==> src/rtl/seq_restoring_div_if.sv <==
// Handshake bundle for seq_restoring_div: start/a/b in, busy/done/q/r/dbz out.
// Master drives the request; slave is the divider.
interface seq_restoring_div_if #(
   parameter int DW = 8,
   parameter int VW = 4
);
   logic          start;
   logic [DW-1:0] a;
   logic [VW-1:0] b;
   logic          busy;
   logic          done;
   logic [DW-1:0] q;
   logic [VW-1:0] r;
   logic          dbz;

   modport master (
      output start, a, b,
      input  busy, done, q, r, dbz
   );

   modport slave (
      input  start, a, b,
      output busy, done, q, r, dbz
   );
endinterface

==> src/rtl/seq_restoring_div.sv <==
// Sequential restoring divider, one quotient bit per clock, with dbz flag.
// Define SEQ_DIV_SIGNED_EN for two's-complement operands (truncating).
module seq_restoring_div #(
   parameter  int DW = 8,
   parameter  int VW = 4,
   localparam int CW = $clog2(DW + 1)
) (
   input  logic             clk,
   input  logic             rst_n,
   seq_restoring_div_if.slave bus
);
   typedef enum logic [1:0] {
      S_IDLE,
      S_RUN,
      S_DONE
   } state_e;

   state_e        state_q, state_d;
   logic [VW-1:0] p_q, p_d;
   logic [DW-1:0] w_q, w_d;
   logic [CW-1:0] cnt_q, cnt_d;
   logic [VW-1:0] b_q, b_d;
   logic [DW-1:0] q_q, q_d;
   logic [VW-1:0] r_q, r_d;
   logic          dbz_q, dbz_d;

   logic [VW:0]   p_sh;
   logic [VW:0]   t;
   logic [VW-1:0] p_nx;
   logic [DW-1:0] w_nx;
   logic [DW-1:0] a_mag;
   logic [VW-1:0] b_mag;
   logic [DW-1:0] q_fin;
   logic [VW-1:0] r_fin;

`ifdef SEQ_DIV_SIGNED_EN
   logic sq_q, sq_d;
   logic sr_q, sr_d;

   // Magnitudes as unsigned; the most negative value maps to itself.
   assign a_mag = bus.a[DW-1] ? -bus.a : bus.a;
   assign b_mag = bus.b[VW-1] ? -bus.b : bus.b;
   assign q_fin = sq_q ? -w_nx : w_nx;
   assign r_fin = sr_q ? -p_nx : p_nx;

   always_ff @(posedge clk or negedge rst_n) begin
      if (!rst_n) begin
         sq_q <= 1'b0;
         sr_q <= 1'b0;
      end else begin
         sq_q <= sq_d;
         sr_q <= sr_d;
      end
   end

   always_comb begin
      sq_d = sq_q;
      sr_d = sr_q;
      if (state_q != S_RUN && bus.start) begin
         sq_d = bus.a[DW-1] ^ bus.b[VW-1];
         sr_d = bus.a[DW-1];
      end
   end
`else
   assign a_mag = bus.a;
   assign b_mag = bus.b;
   assign q_fin = w_nx;
   assign r_fin = p_nx;
`endif

   assign p_sh = {p_q, w_q[DW-1]};
   assign t    = p_sh - {1'b0, b_q};
   assign p_nx = t[VW] ? p_sh[VW-1:0] : t[VW-1:0];
   assign w_nx = {w_q[DW-2:0], ~t[VW]};

   always_ff @(posedge clk or negedge rst_n) begin
      if (!rst_n) begin
         state_q <= S_IDLE;
         p_q     <= '0;
         w_q     <= '0;
         cnt_q   <= '0;
         b_q     <= '0;
         q_q     <= '0;
         r_q     <= '0;
         dbz_q   <= 1'b0;
      end else begin
         state_q <= state_d;
         p_q     <= p_d;
         w_q     <= w_d;
         cnt_q   <= cnt_d;
         b_q     <= b_d;
         q_q     <= q_d;
         r_q     <= r_d;
         dbz_q   <= dbz_d;
      end
   end

   always_comb begin
      state_d = state_q;
      p_d     = p_q;
      w_d     = w_q;
      cnt_d   = cnt_q;
      b_d     = b_q;
      q_d     = q_q;
      r_d     = r_q;
      dbz_d   = dbz_q;
      unique case (state_q)
         S_IDLE, S_DONE: begin
            state_d = S_IDLE;
            if (bus.start) begin
               if (bus.b == '0) begin
                  state_d = S_DONE;
                  q_d     = '1;
                  r_d     = '0;
                  dbz_d   = 1'b1;
               end else begin
                  state_d = S_RUN;
                  p_d     = '0;
                  w_d     = a_mag;
                  b_d     = b_mag;
                  cnt_d   = '0;
               end
            end
         end
         S_RUN: begin
            p_d   = p_nx;
            w_d   = w_nx;
            cnt_d = cnt_q + 1'b1;
            // Results publish on the last iteration edge, together with done.
            if (cnt_q == CW'(DW - 1)) begin
               state_d = S_DONE;
               q_d     = q_fin;
               r_d     = r_fin;
               dbz_d   = 1'b0;
            end
         end
         default: state_d = S_IDLE;
      endcase
   end

   assign bus.busy = (state_q == S_RUN);
   assign bus.done = (state_q == S_DONE);
   assign bus.q    = q_q;
   assign bus.r    = r_q;
   assign bus.dbz  = dbz_q;
endmodule
==> src/flat_wrapper.sv <==
// flat-port wrapper written by rule: the top's interface ports become plain ports
module seq_restoring_div_flat 
#(
   parameter  int DW = 8,
   parameter  int VW = 4,
   localparam int CW = $clog2(DW + 1)
)
  (clk, rst_n, bus_start, bus_a, bus_b, bus_busy, bus_done, bus_q, bus_r, bus_dbz);
  seq_restoring_div_if #(.DW(DW), .VW(VW)) bus_i ();
  input  logic clk;
  input  logic rst_n;
  input wire logic [$bits(bus_i.start)-1:0] bus_start;
  input wire logic [$bits(bus_i.a)-1:0] bus_a;
  input wire logic [$bits(bus_i.b)-1:0] bus_b;
  output wire logic [$bits(bus_i.busy)-1:0] bus_busy;
  output wire logic [$bits(bus_i.done)-1:0] bus_done;
  output wire logic [$bits(bus_i.q)-1:0] bus_q;
  output wire logic [$bits(bus_i.r)-1:0] bus_r;
  output wire logic [$bits(bus_i.dbz)-1:0] bus_dbz;
  assign bus_i.start = bus_start;
  assign bus_i.a = bus_a;
  assign bus_i.b = bus_b;
  assign bus_busy = bus_i.busy;
  assign bus_done = bus_i.done;
  assign bus_q = bus_i.q;
  assign bus_r = bus_i.r;
  assign bus_dbz = bus_i.dbz;
  seq_restoring_div #(.DW(DW), .VW(VW)) u_core (.clk(clk), .rst_n(rst_n), .bus(bus_i));
endmodule
==> config.mk <==
export PLATFORM = sky130hd
export DESIGN_NAME = seq_restoring_div_flat
export DESIGN_NICKNAME = d
export VERILOG_FILES = /design/src/rtl/seq_restoring_div_if.sv /design/src/rtl/seq_restoring_div.sv /design/src/flat_wrapper.sv
export SDC_FILE = /design/constraint.sdc
export NUM_CORES = 1
export LEC_CHECK = 0
export CELL_PAD_IN_SITES_DETAIL_PLACEMENT = 1
export CELL_PAD_IN_SITES_GLOBAL_PLACEMENT = 1
export CORE_ASPECT_RATIO = 1.2
export CORE_MARGIN = 2
export CORE_UTILIZATION = 39
export DETAILED_ROUTE_END_ITERATION = 10
export GPL_TIMING_DRIVEN = 0
export HOLD_SLACK_MARGIN = 0.06
export MAX_ROUTING_LAYER = met4
export PLACE_DENSITY_LB_ADDON = 0.25
export REMOVE_ABC_BUFFERS = 1
export SLEW_MARGIN = 20
export SYNTH_ARGS = -nofsm -noshare
export SYNTH_HDL_FRONTEND = slang
export SYNTH_SLANG_ARGS = --single-unit
==> constraint.sdc <==
create_clock -name clk -period 3.45 [get_ports clk]
set_clock_uncertainty 0.2 [all_clocks]
set_input_delay 0.69 -clock clk [delete_from_list [all_inputs] [get_ports clk]]
set_output_delay 0.69 -clock clk [all_outputs]
set_load 0.02 [all_outputs]
After elaboration in Yosys (flattened, before gate mapping)
Index checks and enable logic that the tools add are counted.
W data, S select, Z words.
Storage, ports and cells
  logic and storage cells: 50
  output and inout port bits: 15
  input port bits: 15
  bits in registers: 35
Operators by class
  add/subtract/negate cells: 2
  reduce and logical (&&, ||, !) cells: 7
  eq/ne operators: 7
  bitwise logic cells: 2
  muxes and demuxes: 24
Operators with widths (number)
  $mux W8: 5
  $pmux W8 S2: 2
  $mux W4: 6
  $pmux W4 S2: 3
  $mux W2: 3
  $reduce_and A3 Y1: 2
  $sub A5 B4 Y5: 1
  $add A4 B1 Y4 const B: 1
  $eq A4 B3 Y1 const B: 1
  $logic_not A4 Y1: 1
  $ne A2 B1 Y1 const B: 2
  $ne A2 B2 Y1 const B: 2
  $pmux W2 S2: 1
  $reduce_and A4 Y1: 1
  $mux W1: 3
  $eq A2 B1 Y1 const B: 1
  $eq A2 B2 Y1 const B: 1
  $logic_not A2 Y1: 1
  $not A1 Y1: 2
  $pmux W1 S2: 1
  $reduce_bool A2 Y1: 1
  $reduce_or A2 Y1: 1

Depth between registers and ports, before layout
  word-level depth: 4
  gate-level depth with buffers: 9
  mapped depth without buffers: 8

Worst setup path before layout
OpenSTA, ideal clock, no wires.
  kind: reg2reg
  start point: register u_core.w_q[7]
  end point: register u_core.p_q[3]
  clock period less this slack: 2.537 ns
  data required time: 3.163 ns
  cell stages (with the launch flop): 10
  setup slack: 0.913 ns
  arrival: 2.251 ns
  buffers on the path: 1
  setup time: 0.087 ns
  path through: dfrtp_1 -> inv_1 -> ha_1 -> inv_1 -> fa_1 -> a211o_1 -> and3_4 -> buf_6 -> or4b_4 -> o211ai_1
On the way
  cells in the longest elaborated chain, start to end: 3
Ends and longest elaborated chain
  start, declared: RTL line seq_restoring_div.sv:20  | logic [DW-1:0] w_q, w_d;
  start signal, assigned: RTL line seq_restoring_div.sv:89  | w_q <= w_d;
  $sub A5 B4 Y5: RTL line seq_restoring_div.sv:72  | assign t = p_sh - {1'b0, b_q};
  $mux W4: RTL line seq_restoring_div.sv:73  | assign p_nx = t[VW] ? p_sh[VW-1:0] : t[VW-1:0];
  $pmux W4 S2: RTL line seq_restoring_div.sv:107  | unique case (state_q)
  end signal, assigned: RTL line seq_restoring_div.sv:88  | p_q <= p_d;
  end, declared: RTL line seq_restoring_div.sv:19  | logic [VW-1:0] p_q, p_d;
No other way between the ends.
A chain may end at the register's enable or synchronous reset.

Final worst setup path
  start point: register u_core.state_q[1]
  end point: output port bus_busy
On the way
  cells in the longest elaborated chain, start to end: 1
Ends and longest elaborated chain
  start, declared: RTL line seq_restoring_div.sv:18  | state_e state_q, state_d;
  start signal, assigned: RTL line seq_restoring_div.sv:87  | state_q <= state_d;
  $eq A2 B1 Y1: RTL line seq_restoring_div.sv:141  | assign bus.busy = (state_q == S_RUN);
  end, declared: RTL line flat_wrapper.sv:15  | output wire logic [$bits(bus_i.busy)-1:0] bus_busy;
No other way between the ends.

==> results_dict.tcl <==
set metrics [dict create \
    internal_power_uw 1290 \
    finalSetupViolations 0 \
    clk_latency_ns 0.29 \
    status "complete, no violations" \
    ys_seq_area_share_pct 50.1 \
    die_w_um 65.1 \
    ctsHtreeMaxLevel 2 \
    fp.dieArea_um2 5030 \
    final_util_pct 50.6 \
    grt_pass1_vias 1694 \
    drive_above_1_share_pct 7.76 \
    routedWlPerCell_um 16.0 \
    synth_top_cell_area_share_pct 50.1 \
    slew_violations 0 \
    p_sw_share_pct 44.0 \
    cts_tree "built" \
    power_density_nw_per_um2 1060 \
    port_buffers 29 \
    layout_setup_ws_ns 0.320 \
    irDropWorstVdd_mv 0.424 \
    grt_first_pass_wirelength_mm 8.08 \
    finalHoldViolCount 0 \
    clk_pin_slew_ns 0.08 \
    p_sw_uw 1010 \
    cts_inserted_buffers 5 \
    fmax_mhz 320 \
    initial_core_util_pct 40.7 \
    synth_area_um2 1750 \
    clockBufferDepth 2 \
    fin_crit_ns 3.13 \
    crit_type "reg -> out" \
    nets 239 \
    synth-seq-cells 35 \
    synth.area.top_cells "dfrtp_1, nand2_1, o211ai_1" \
    grt_max_degree 32 \
    num_vias 1495 \
    area_growth_pct 24.4 \
    path_depth 3 \
    dpl.hpwl_mm 3.22 \
    worstPathCellList "nand2b_2, inv_1, clkdlybuf4s50_1" \
    p_seq_share_pct 32.6 \
    place_area_um2 2080 \
    holdBufCountCts 0 \
    rr_worst_depth 6 \
    period_share_pct 90.7 \
    cts_sinks 35 \
    routabilityCongestion 0.776 \
    die_h_um 77.3 \
    syn_area_per_cell_um2 9.19 \
    ant_nets 0 \
    rows 26 \
    cp_max_fo 31 \
    comb_power_share_pct 54.0 \
    critPathBufInv 2 \
    cp.required_ns 2.56 \
    ioPinCount 30 \
    clockPowerShare_pct 13.4 \
    preCtsSetupSlack_ns -0.0580 \
    antenna_cells 0 \
    r2r-start "u_core.state_q[0]" \
    grt-ovfl-total 0 \
    drt_pass1_iterations 4 \
    hold_class "in -> async" \
    track_usage_pct 21.3 \
    fillers 526 \
    antenna_found_initial 0 \
    worstPathArrival_ns 2.24 \
    wl_mm 4.40 \
    power.total_uw 2300 \
    cts_root_buffer "clkbuf_8" \
    yosys_warnings 0 \
    drc 0 \
    syn_inst 190 \
    core_um2 4290 \
    first_iter_violations 60 \
    drt-vias-per-instance 5.44 \
    cp_top_family "buffers and inverters" \
    power.leakage_uw 0.000919 \
    synth_cell_type_count 38 \
    rsz0062_at_grt "false" \
    yosys.area.top_type "dfrtp_1" \
    max-cap-violations 0 \
    max_slew_margin_pct 35.6 \
    rr_endpoint "u_core.bus.q[7]" \
    worstSetupEndpointType "primary output" \
    finish.instance_area_um2 2170 \
    cpPeakStageDelay_ns 0.68 \
    cp_slowest_cell "clkdlybuf4s50_1" \
    worst-r2r-setup-slack_ns 0.47 \
    start_kind "flip-flop" \
    fin_cells 275 \
    worstMarginPinSlew_ns 0.962 \
    dp_cells 267 \
]
[state kept, by name, summed over array words and instances (netlist names)]
| register | flops |
|---|---|
| u_core.b_q | 4 |
| u_core.bus.r | 4 |
| u_core.p_q | 4 |
| u_core.state_q | 2 |
| u_core.bus.q | 8 |
| u_core.cnt_q | 4 |
| u_core.w_q | 8 |
| u_core.bus.dbz | 1 |
[power by group through the flow]
stage / clock network (uW) / registers, uW / logic, uW
final: 308 / 751 / 1250
after floorplan: 0 / 815 / 750
after CTS: 315 / 754 / 1260
after detailed placement: 0 / 760 / 1250
after global routing: 336 / 784 / 1410
after global placement: 0 / 746 / 1180
[routing by layer]
layer	GRT usage (%)	part of all wire (%)
met5	-	0
met4	6.25	1.6
met3	3.81	3.2
met2	36.9	55
met1	25.0	40
[cells in the mapped netlist (all sizes together)]
library cell  count
dfrtp            35
nand2            34
nor2             20
a21oi            12
o211ai           11
o21ai            10
a31oi             8
inv               8
nand3             7
clkbuf            5
ha                5
buf               4
a211o             2
and3              2
mux2i             2
nand2b            2
nand3b            2
nor2b             2
o31ai             2
or2               2
or4               2
a22oi             1
and2              1
and3b             1
clkinv            1
fa                1
nor4              1
o21a              1
o221a             1
o22ai             1
or3               1
or4b              1
xnor2             1
xor2              1
[stage by stage]
| step | hold slack, ns | TNS (ns) |
|---|---|---|
| after global routing | 0.0789 | 0 |
| after global placement | 0.267 | 0 |
| after floorplan | 0.194 | 0 |
| final | 0.0692 | 0 |
| after CTS | 0.0729 | 0 |
| after detailed placement | 0.283 | -0.266 |
[worst max-delay path by stage]
stage / startpoint / end / slack [ns]
finish: u_core.state_q[1] / bus_busy / 0.32
floorplan: u_core.state_q[0] / u_core.bus.q[0] / 0.81
global placement: u_core.state_q[0] / u_core.bus.q[0] / 0.03
detailed placement: u_core.state_q[0] / u_core.bus.q[7] / -0.06
CTS: u_core.state_q[1] / bus_busy / 0.29
global route: u_core.state_q[0] / u_core.bus.q[7] / 0.10
[logic make-up after synthesis]
family	after synthesis	synth area share (%)
xor gates and xnor gates	2	1.00
DFF	35	50.1
and+or+nand+nor	78	20.9
AOI/OAI and AO/OA	49	17.6
buffers and inverters	18	4.44
adders and majority gates	6	4.73
muxes	2	1.15
[what timing repair did]
item | CTS | global route
setup buffers | 0 | 0
setup endpoints to repair | 9 | 0
resized for setup | 1 | 0
[cells in the final DEF, fill, tap and decap left out, types with 5 or more instances in the layout]
cell | synthesis | final
dfrtp_1 | 35 | 35
o21ai_0 | 10 | 10
ha_1 | 5 | 5
a21oi_1 | 12 | 12
a31oi_1 | 8 | 8
o211ai_1 | 11 | 11
clkbuf_8 | 0 | 5
nand3_1 | 7 | 7
nand2_1 | 34 | 34
nor2_1 | 20 | 20
inv_1 | 8 | 8
clkdlybuf4s50_1 | 0 | 28
[layout make-up]
| cell class | instances | area, um2 | share of cell area, % |
|---|---|---|---|
| sequential | 35 | 876 | 40.3 |
| multi-input combinational | 137 | 796 | 36.6 |
| timing repair buffer | 30 | 305 | 14.0 |
| tap | 56 | 70.1 | 3.22 |
| clock buffer | 5 | 68.8 | 3.17 |
| inverter | 9 | 33.8 | 1.55 |
| clock inverter | 3 | 23.8 | 1.09 |
(Power assumes the default switching activity.)
